==> src/rtl/mips_boot_ctrl.sv <==
`timescale 1ns/1ps
// Purpose: boot/run sequencer for the pipelined MIPS32 core (clear GPRs, load program, init, run, time to HALT).
// Latency: start -> first RUN cycle = 1 + NREGS + LOAD cycles + 1; bad length reaches DONE one cycle after start.
// Backpressure: host port is valid/ready; host_ready is high only in LOAD and gaps in host_valid simply stall.
//
// Ports:
//   clk1, rst_n               controller clock, async active-low reset
//   start, prog_len           start pulse (IDLE/DONE only) and program length in words
//   host_valid/ready/data     program word stream from the host
//   mem_we/addr/wdata         instruction memory write port (driven only on a LOAD transfer)
//   reg_we/reg_addr           register file clear port (write data is implicitly 0)
//   core_init, core_run       one-cycle core init pulse; run enable (0 = stalled)
//   core_halted               core HALTED flag
//   busy, done, err, cycle_count  status: err 0=ok 1=bad length 2=timeout; RUN cycles of last run
module mips_boot_ctrl #(
  parameter int MEM_AW    = 10,
  parameter int NREGS     = 32,
  parameter int TIMEOUT   = 4096,
  parameter int HALT_MASK = 2
) (
  input  logic              clk1,
  input  logic              rst_n,
  input  logic              start,
  input  logic [MEM_AW:0]   prog_len,
  input  logic              host_valid,
  input  logic [31:0]       host_data,
  output logic              host_ready,
  output logic              mem_we,
  output logic [MEM_AW-1:0] mem_addr,
  output logic [31:0]       mem_wdata,
  output logic              reg_we,
  output logic [4:0]        reg_addr,
  output logic              core_init,
  output logic              core_run,
  input  logic              core_halted,
  output logic              busy,
  output logic              done,
  output logic [1:0]        err,
  output logic [31:0]       cycle_count
);

  typedef enum logic [2:0] {
    S_IDLE, S_CLR, S_LOAD, S_INIT, S_RUN, S_DONE
  } state_t;

  localparam logic [MEM_AW:0] MAX_LEN   = {1'b1, {MEM_AW{1'b0}}};
  localparam logic [MEM_AW:0] ONE_W     = {{MEM_AW{1'b0}}, 1'b1};
  localparam logic [4:0]      LAST_REG  = 5'(NREGS - 1);
  localparam logic [31:0]     TIMEOUT_C = 32'(TIMEOUT);
  localparam logic [31:0]     HMASK_C   = 32'(HALT_MASK);

  state_t          state_q, state_d;
  logic [4:0]      reg_cnt_q, reg_cnt_d;
  logic [MEM_AW:0] word_cnt_q, word_cnt_d;
  logic [MEM_AW:0] len_q, len_d;
  logic [1:0]      err_q, err_d;
  logic [31:0]     cyc_q, cyc_d;
  logic [31:0]     cyc_inc;
  logic            xfer;
  logic            len_bad;
  logic            halt_ok;

  assign xfer    = (state_q == S_LOAD) && host_valid;
  assign len_bad = (prog_len == '0) || (prog_len > MAX_LEN);
  // Saturating RUN counter; value after the current RUN cycle.
  assign cyc_inc = (cyc_q == '1) ? cyc_q : cyc_q + 32'd1;
  // The core's HALTED flag may be stale from a previous run for the first
  // HALT_MASK cycles, so it only counts once the guard window has passed.
  assign halt_ok = core_halted && (cyc_q >= HMASK_C);

  always_ff @(posedge clk1 or negedge rst_n) begin
    if (!rst_n) begin
      state_q    <= S_IDLE;
      reg_cnt_q  <= '0;
      word_cnt_q <= '0;
      len_q      <= '0;
      err_q      <= '0;
      cyc_q      <= '0;
    end else begin
      state_q    <= state_d;
      reg_cnt_q  <= reg_cnt_d;
      word_cnt_q <= word_cnt_d;
      len_q      <= len_d;
      err_q      <= err_d;
      cyc_q      <= cyc_d;
    end
  end

  always_comb begin
    state_d    = state_q;
    reg_cnt_d  = reg_cnt_q;
    word_cnt_d = word_cnt_q;
    len_d      = len_q;
    err_d      = err_q;
    cyc_d      = cyc_q;
    host_ready = 1'b0;
    mem_we     = 1'b0;
    mem_addr   = '0;
    mem_wdata  = '0;
    reg_we     = 1'b0;
    reg_addr   = '0;
    core_init  = 1'b0;
    core_run   = 1'b0;
    busy       = 1'b1;
    done       = 1'b0;

    case (state_q)
      S_IDLE, S_DONE: begin
        busy = 1'b0;
        done = (state_q == S_DONE);
        if (start) begin
          if (len_bad) begin
            // cycle_count deliberately kept from the previous run
            state_d = S_DONE;
            err_d   = 2'd1;
          end else begin
            state_d    = S_CLR;
            len_d      = prog_len;
            err_d      = 2'd0;
            cyc_d      = '0;
            reg_cnt_d  = '0;
            word_cnt_d = '0;
          end
        end
      end
      S_CLR: begin
        reg_we    = 1'b1;
        reg_addr  = reg_cnt_q;
        reg_cnt_d = reg_cnt_q + 5'd1;
        if (reg_cnt_q == LAST_REG) state_d = S_LOAD;
      end
      S_LOAD: begin
        host_ready = 1'b1;
        if (xfer) begin
          mem_we     = 1'b1;
          mem_addr   = word_cnt_q[MEM_AW-1:0];
          mem_wdata  = host_data;
          word_cnt_d = word_cnt_q + ONE_W;
          if (word_cnt_q == len_q - ONE_W) state_d = S_INIT;
        end
      end
      S_INIT: begin
        core_init = 1'b1;
        state_d   = S_RUN;
      end
      S_RUN: begin
        core_run = 1'b1;
        cyc_d    = cyc_inc;
        // Halt takes priority over a simultaneous timeout.
        if (halt_ok) begin
          state_d = S_DONE;
          err_d   = 2'd0;
        end else if (cyc_inc >= TIMEOUT_C) begin
          state_d = S_DONE;
          err_d   = 2'd2;
        end
      end
      default: begin
        busy    = 1'b0;
        state_d = S_IDLE;
      end
    endcase
  end

  assign err         = err_q;
  assign cycle_count = cyc_q;

endmodule

==> config.mk <==
export PLATFORM = sky130hd
export DESIGN_NAME = mips_boot_ctrl
export DESIGN_NICKNAME = d
export VERILOG_FILES = /design/src/rtl/mips_boot_ctrl.sv
export SDC_FILE = /design/constraint.sdc
export NUM_CORES = 1
export LEC_CHECK = 0
export ABC_AREA = 0
export CORE_MARGIN = 4
export CORE_UTILIZATION = 60
export CTS_BUF_LIST = sky130_fd_sc_hd__clkbuf_2 sky130_fd_sc_hd__clkbuf_4 sky130_fd_sc_hd__clkbuf_8
export CTS_CLUSTER_DIAMETER = 60
export DETAILED_ROUTE_END_ITERATION = 10
export DONT_BUFFER_PORTS = 1
export GPL_TIMING_DRIVEN = 0
export PLACE_DENSITY_LB_ADDON = 0.08
export SLEW_MARGIN = 20
export SYNTH_ARGS = -nofsm -noshare
export SYNTH_HDL_FRONTEND = slang
export SYNTH_SLANG_ARGS = --single-unit
==> constraint.sdc <==
create_clock -name clk1 -period 5.06 [get_ports clk1]
set_input_delay 1.518 -clock clk1 [delete_from_list [all_inputs] [get_ports clk1]]
set_output_delay 1.518 -clock clk1 [all_outputs]
set_load 0.05 [all_outputs]
; After elaboration in Yosys (flattened, before gate mapping)
; Index checks and enable logic that the tools add are counted.
[classes]
bitwise = 1
magnitude_cmp = 3
eq_ne = 14
n_reduce_logical = 16
add_sub_neg = 4
muxes = 37
[op_table]
columns = cell, count
row1 = two-way mux 32 bit, 5
row2 = one-hot mux 32 bit (2 select lines), 1
row3 = two-way mux 11 bit, 3
row4 = "adder 32 x 1 -> 32 bit, second input constant", 1
row5 = "equality test 32 bit, second input constant", 1
row6 = "greater-or-equal comparator 32 x 13 -> 1 bit, second input constant", 1
row7 = "greater-or-equal comparator 32 x 2 -> 1 bit, second input constant", 1
row8 = one-hot mux 11 bit (2 select lines), 1
row9 = two-way mux 3 bit, 7
row10 = two-way mux 10 bit, 2
row11 = two-way mux 5 bit, 3
row12 = one-hot mux 3 bit (5 select lines), 1
row13 = AND reduction 3 bit, 4
row14 = "adder 11 x 1 -> 11 bit, second input constant", 1
row15 = equality test 11 bit, 1
row16 = "> comparator 11 bit, second input constant", 1
row17 = zero test 11 bit, 1
row18 = "subtractor 11 x 1 -> 11 bit, second input constant", 1
row19 = one-hot mux 5 bit (2 select lines), 1
row20 = two-way mux 1 bit, 9
row21 = "inequality test 2 bit, second input constant", 4
row22 = "equality test 3 x 2 -> 1 bit, second input constant", 2
row23 = "equality test 3 bit, second input constant", 2
row24 = two-way mux 2 bit, 3
row25 = other kinds (15), 18
[word_totals]
word_cells = 81
out_inout_bits = 88
register_bits = 64
input_bits = 48

; Longest topological paths before layout
; Gate-level depths: netlist of the first run.
[logic_depth]
depth_word = 6
depth_mapped = 12
mapped_depth_nobuf = 11

; Worst setup path before layout of the first run
; No wires, ideal clock.
[synth_timing]
path_kind = input to output
from = in host_valid
to = out mem_addr[0]
t_required_ps = 3542
path_buffers = 2
stages = 4
slack_ps = 567
arrival_time_ps = 2975
cell_sequence = and3_1 clkbuf_1 clkbuf_1 and2_1
[synth_via]
elab_chain_len = 3
[synth_lines]
columns = element, line_no
row1 = "start, declared", 25  ; input logic host_valid,
row2 = logical AND 1 bit, 63  ; assign xfer = (state_q == S_LOAD) && host_valid;
row3 = two-way mux 10 bit, 134  ; if (xfer) begin
row4 = two-way mux 10 bit, 107  ; case (state_q)
row5 = "end, declared", 29  ; output logic [MEM_AW-1:0] mem_addr,
; No other way between the ends.

; Worst setup path in the final report of the first run
[layout_timing]
from = in host_valid
to = out mem_wdata[29]
[layout_via]
elab_chain_len = 3
[layout_lines]
columns = element, line_no
row1 = logical AND 1 bit, 63
row2 = two-way mux 32 bit, 134
row3 = two-way mux 32 bit, 107
row4 = "end, declared", 30  ; output logic [31:0] mem_wdata,
; No other way between the ends.

==> summary.md, run 1 <==
| Metric | Value |
|---|---|
| Final period util | `93.1%` |
| Register Area | `1600 um^2` |
| Crit Path Max Fanout | `10` |
| Logic pwr share | `about 48%` |
| DP Cell Count | `between 600 and 700` |
| Gr usage total | `between 20 and 30%` |
| Max_slew headroom | `between 20% and 30%` |
| Worst Setup Start Kind | `input pin` |
| Drt via density | `roughly 6.4` |
| CP Capture Point | `mem_wdata[29]` |
| DRT antenna net count | `0` |
| RePlAce Congestion | `between 0.9 and 1` |
| Post-Synth Adder-Cell Area | `under 10%` |
| Syn nets | `around 620` |
| Worst Tran Pin Value | `1190 ps` |
| Rows | `31` |
| CTS clock-pin slew for the worst setup and hold paths | `~80 ps` |
| Sw power | `1.19 mW` |
| Post-synthesis simple-gate area fraction | `31.6%` |
| Ratio of cells with drive above 1 in the final layout | `10.4%` |
| Slowest CP cell | `clkbuf_1` |
| Synth Area in XOR/XNOR | `between 6 and 7%` |
| Most used DFF post-synth | `dfrtp_1` |
| Area of the multi-input gates | `between 2000 and 3000 um^2` |
| Synth Area per Inst | `8.17 um^2` |
| Post-route cell area | `4960 um^2` |
| # hold bufs at CTS | `0` |
| Height of the die | `about 96 um` |
| M2 GR Usage | `between 40% and 50%` |
| R2R Path End | `err[0]` |
| Met1 GRT Util | `39.7%` |
| Ys Warns | `0` |
| Power density cells | `479 nW/um^2` |
| Clock share of power | `17.1%` |
| WL final | `between 10 and 15 mm` |
| Clk Latency, worst-skew pair | `350 ps` |
| Most used cell, CP | `clkbuf_1` |
| Fillers | `between 600 and 700` |
| Io pins | `around 140` |
| Number of synthesized flops with an enable pin | `0` |
| Skew final | `just under 9 ps` |
| Final hold slack | `roughly 540 ps` |
| # port buffers | `0` |
| Global routing's busiest layer | `met2` |
| Met3 usage | `about 7%` |
| Synthesized cell area | `roughly 4600 um^2` |
| Post-route non-filler standard cell count | `just under 700` |
| Drc violations | `0` |
| Largest net degree at the start of global routing | `between 60 and 70` |
| Leak | `between 2 and 2.5 nW` |
| Clock buffer count from CTS | `9` |
| Kind of critical path | `in -> out` |
| Hpwl dp | `9.92 mm` |
| Vias in the first global route | `between 4000 and 5000` |
| Clock net sink count | `64` |
| Final setup viols | `0` |
| Cells resized by post-CTS repair | `0` |
| Initial antenna violation count | `1` |
| Commonest non-fill, non-tap cells in the layout | `dfrtp_1 (64), o21ai_0 (59), nand2_1 (58)` |
| Die area | `~9200 um^2` |
| Die X | `approximately 96 um` |
| Final hold violations | `0` |
| H-tree levels | `3` |
| Status | `finished, final reports clean` |
| Synth cell types | `a little under 60` |
| Gr ovfl total | `0` |
| Post CTS Setup Buffer Count | `0` |
| Core Area | `approximately 7400 um^2` |
| Fin nets | `between 600 and 700` |
| Crit end category | `primary output` |
| Commonest non-fill, non-tap cell in the layout | `dfrtp_1` |
| Critical Path RT | `3540 ps` |
| Cell-internal power | `approximately 1.2 mW` |
| Worst endpoint data arrival time | `about 3200 ps` |
| Setup slack, reg-to-reg | `1260 ps` |
| Synth Area in Compound Gates | `~16%` |
| Seq cells post-synth | `64` |
| Sw Ratio | `50.0%` |
| CP Launch Point | `host_valid` |
| Starting Density | `a little over three fifths` |
| Sequential-to-total area share from yosys stat | `approximately a third` |
| Total power | `~2.4 mW` |
| Max VDD drop | `approximately 0.00037 V` |
| Root buf cell | `clkbuf_8` |
| Total number of vias | `~4400` |
| Mux cell area share after synthesis | `under 10%` |
| First-pass GRT wire length | `20.9 mm` |
| Iteration-0 DRC count of the detailed router | `331` |
| CTS tree | `yes` |
| Min-Delay Path Class | `reg -> reg` |
| Tmin final | `about 4700 ps` |
| CTS max path bufs | `2` |
| Asr flop ratio synth | `100%` |
| CP max stage delay | `660 ps` |
| Setup TNS | `0 ps` |
| Largest family of logic cells by synthesized area | `simple AND/OR/NAND/NOR gates` |
| RSZ-0062 raised after global routing | `no` |
| Achievable Freq | `~210 MHz` |
| First-pass iteration count of the detailed router | `7` |
| Routed length per instance | `~19 um` |
| Critical path, cell by cell | `and3_1 > clkbuf_1 > clkbuf_1 > and2_1` |
| Placed cell area | `around 4800 um^2` |
| Area delta synth->final | `6.97%` |
| Slew Limit Fails | `0` |
| R2r startpoint | `cycle_count[1]` |
| Post-Syn Instances | `about 570` |
| Sequential share of power | `approximately 36%` |
| MaxCap Viol Count | `0` |
| Reg2Reg Depth | `10` |
metal layers:
metal / part of all wire [%] / routed length, um
met2: 47 / 6280
met1: 43 / 5640
met4: 2.1 / 275
met3: 8.1 / 1080
met5: 0 / 0
synthesized netlist by cell type (11+ instances only):
cell | instances | share of area, %
dfrtp_1 | 64 | 35
o21ai_0 | 59 | 6.4
nand2_1 | 58 | 4.7
and2_1 | 52 | 7.0
nor2_1 | 51 | 4.1
clkbuf_1 | 24 | 1.9
nand4_1 | 20 | 2.7
xnor2_1 | 18 | 3.4
inv_1 | 17 | 1.4
a21oi_1 | 16 | 1.7
a31oi_1 | 16 | 2.2
nor3_1 | 16 | 1.7
nor4_1 | 15 | 2.0
xor2_1 | 14 | 2.6
nand3_1 | 12 | 1.3
and3_1 | 11 | 1.5
power by group through the flow:
stage                     registers (mW)  logic (mW)  clock network (mW)
after global placement             0.847        1.06                   0
after global routing               0.863        1.24               0.427
after CTS                          0.842        1.11               0.407
after detailed placement           0.853        1.10                   0
final                              0.842        1.13               0.405
after floorplan                    0.817       0.866                   0
cell families (layout without fill, tap and decap cells):
family	count (synthesis)	in the layout
adders and majority gates	9	9
DFF	64	64
AOI/OAI and AO/OA	122	122
muxes	15	15
and+or+nand+nor	268	268
buffers and inverters	56	74
other	0	1
xor gates and xnor gates	33	33
state kept, by name, summed over array words and instances, names as in the netlist:
register     cells
cycle_count     32
reg_cnt_q        5
state_q          3
len_q           11
err              2
word_cnt_q      11
through the flow:
stage / setup slack, ps / util, %
floorplan: 567 / -
global placement: 359 / 64.6
detailed placement: 340 / 64.8
CTS: 336 / 67.1
global route: 261 / 67.3
finish: 348 / 67.3
worst min path at each step:
stage	slack (ps)	end	depth (start not counted)	start
after floorplan	490	reg_cnt_q[4]	1	reg_cnt_q[4]
after global placement	520	len_q[10]	1	len_q[10]
after detailed placement	530	reg_cnt_q[4]	1	reg_cnt_q[4]
after CTS	550	reg_cnt_q[4]	1	reg_cnt_q[4]
after global routing	580	len_q[10]	1	len_q[10]
final	540	reg_cnt_q[4]	1	reg_cnt_q[4]
area by class of cell:
| cell class | count | share of cell area, % |
|---|---|---|
| timing repair buffer | 2 | 0.227 |
| clock buffer | 11 | 2.80 |
| buffer | 39 | 3.84 |
| multi-input combinational | 447 | 56.3 |
| antenna | 1 | 0.0505 |
| inverter | 17 | 1.29 |
| sequential | 64 | 32.3 |
| tap | 99 | 2.50 |
| clock inverter | 5 | 0.681 |
worst max-delay path: cells and delay by family:
| family | cells | cell delay, ps |
|---|---|---|
| buffers and inverters | 2 | 990 |
| and+or+nand+nor | 2 | 680 |
Power figures use the tool's default switching activity.
==> run 2, diff against run 1 <==
- CORE_UTILIZATION: 60 -> 35
==> run 2 against run 1 <==
Compared with the run above:
- clock skew is 2.7 ps higher
- sequential cell count stayed put
- via count is 2.7% lower
- non-clock buffer count stayed put
- critical endpoint is now mem_addr[0]
- largest cell class unchanged
==> summary.md, run 2 (synthesis results as in run 1) <==
| Metric | Value |
|---|---|
| Tmin final | `~4800 ps` |
| Starting Density | `between 30% and 40%` |
| Reg2Reg Depth | `12` |
| Worst Tran Pin Value | `roughly 1200 ps` |
| Clock net sink count | `64` |
| Setup slack, reg-to-reg | `around 1300 ps` |
| # port buffers | `0` |
| Commonest non-fill, non-tap cells in the layout | `dfrtp_1 (64), o21ai_0 (59), nand2_1 (58)` |
| Power density cells | `between 400 and 500 nW/um^2` |
| Initial antenna violation count | `0` |
| CTS max path bufs | `2` |
| Worst endpoint data arrival time | `around 3300 ps` |
| Critical Path RT | `~3500 ps` |
| Die area | `15100 um^2` |
| DRT antenna net count | `0` |
| Final period util | `a little over nine tenths` |
| Max VDD drop | `~0.00018 V` |
| Routed length per instance | `19.6 um` |
| Total number of vias | `4293` |
| Iteration-0 DRC count of the detailed router | `between 200 and 300` |
| Clock buffer count from CTS | `9` |
| R2r startpoint | `cycle_count[1]` |
| Hold Crit Depth | `1` |
| Placed cell area | `approximately 5000 um^2` |
| Post CTS Setup Buffer Count | `0` |
| Hpwl dp | `11.3 mm` |
| Area delta synth->final | `10.1%` |
| Crit path buf inv count | `2` |
| Achievable Freq | `210 MHz` |
| Cells resized by post-CTS repair | `0` |
| Skew final | `approximately 12 ps` |
| Rows | `41` |
| Slew Limit Fails | `0` |
| H-tree levels | `3` |
| RePlAce Congestion | `0.904` |
| Core Area | `12800 um^2` |
| Critical path, cell by cell | `and3_1 > clkbuf_1 > clkbuf_1 > and2_1` |
| Fillers | `between 1000 and 1500` |
| Io pins | `approximately 140` |
| Min-Delay Path Class | `reg -> reg` |
| Hold worst-path end | `len_q[10]` |
| CTS tree | `yes` |
| Crit end category | `primary output` |
| Core Util, Final | `about two fifths` |
| Top Metal Used | `met4` |
| Area of the multi-input gates | `2790 um^2` |
| RSZ-0062 raised after global routing | `no` |
| Kind of critical path | `in -> out` |
| Final hold slack | `538 ps` |
| CP top delay family | `buffers and inverters` |
| Metal2 WL | `~6.7 mm` |
| Ratio of cells with drive above 1 in the final layout | `10.4%` |
| Drc violations | `0` |
| Leak | `about 2.1 nW` |
| First-pass iteration count of the detailed router | `5` |
| Root buf cell | `clkbuf_8` |
| Met3 wire len | `approximately 1.1 mm` |
| Post-route cell area | `5100 um^2` |
| CP max stage delay | `between 600 and 700 ps` |
| Slowest CP cell | `clkbuf_1` |
| Setup TNS | `0 ps` |
| CP Launch Point | `host_valid` |
| Commonest non-fill, non-tap cell in the layout | `dfrtp_1` |
| Die X | `123 um` |
| Height of the die | `123 um` |
| Met1 WL | `roughly 6.7 mm` |
| Max_slew headroom | `22.7%` |
| WL final | `roughly 15 mm` |
| ANT cells | `0` |
| CTS clock-pin slew for the worst setup and hold paths | `70 ps` |
| Crit Path Max Fanout | `10` |
| Final hold violations | `0` |
| # hold bufs at CTS | `0` |
| First-pass GRT wire length | `about 23 mm` |
| Vias in the first global route | `slightly above 4000` |
| Drt via density | `5.67` |
| Gr usage total | `roughly a fifth` |
| HP Start | `len_q[10]` |
| Gr ovfl total | `0` |
| Worst Setup Start Kind | `input pin` |
| Largest net degree at the start of global routing | `between 60 and 70` |
| Most used cell, CP | `clkbuf_1` |
| Register Area | `roughly 1600 um^2` |
| Largest register FFs | `32` |
| Total power | `2.50 mW` |
| MaxCap Viol Count | `0` |
| Final setup viols | `0` |
| Status | `finished, final reports clean` |
| Clk Latency, worst-skew pair | `approximately 370 ps` |
| Fin nets | `between 600 and 700` |
| R2R Path End | `err[0]` |
==> run 2: routing by layer <==
metal  vias to the layer above  GRT usage, %
met5                         -             0
met4                         0          9.83
met3                        27          5.03
met2                       170          30.1
met1                      2040          26.0
li1                       2056             -
==> run 2: metrics by stage <==
step / setup slack, ps / std cells
2_1_floorplan: 567 / 567
3_3_place_gp: 297 / 739
3_5_place_dp: 289 / 741
4_1_cts: 284 / 757
5_1_grt: 195 / 757
6_report: 293 / 757
==> run 2: worst max-delay path by stage <==
stage | to | slack, ps | cells past startpoint
after floorplan | mem_addr[0] | 570 | 4
after global placement | mem_addr[4] | 300 | 4
after detailed placement | mem_addr[0] | 290 | 4
after CTS | mem_addr[0] | 280 | 4
after global routing | mem_addr[0] | 200 | 4
final | mem_addr[0] | 290 | 4
==> run 2: cell type report <==
cell class,instances,area share (%)
Timing Repair Buffer,2,0.221
Buffer,39,3.73
Sequential cell,64,31.4
Clock buffer,10,2.70
Clock inverter,6,1.79
Multi-Input combinational cell,447,54.7
Tap cell,172,4.22
Inverter,17,1.25
==> run 2: report_power, final <==
part | total (mW) | internal (mW) | switching (mW)
logic | 1.13 | 0.382 | 0.750
clock network | 0.520 | 0.293 | 0.227
registers | 0.849 | 0.618 | 0.231
==> run 3, diff against run 2 <==
--- a/config.mk
+++ b/config.mk
@@ -7,4 +7,5 @@
 export LEC_CHECK = 0
 export ABC_AREA = 0
+export ABC_CLOCK_PERIOD_IN_PS = 5060
 export CORE_MARGIN = 4
 export CORE_UTILIZATION = 35
==> constraint.sdc (replaced) <==
create_clock -name clk1 -period 5.06 [get_ports clk1]
set_input_delay 1.012 -clock clk1 [delete_from_list [all_inputs] [get_ports clk1]]
set_output_delay 1.012 -clock clk1 [all_outputs]
set_load 0.05 [all_outputs]
==> results of run 3 <==
The final DEF is identical to that of run 2. Status: finished, final reports clean.
Main changes from that run: setup slack after placement 289 ps -> 1220 ps; clock-pin slew on the worst setup and hold paths 70 ps -> 80 ps; setup slack after layout 293 ps -> 1050 ps; hold slack 538 ps -> 323 ps; start point of the critical path host_valid -> state_q[2]
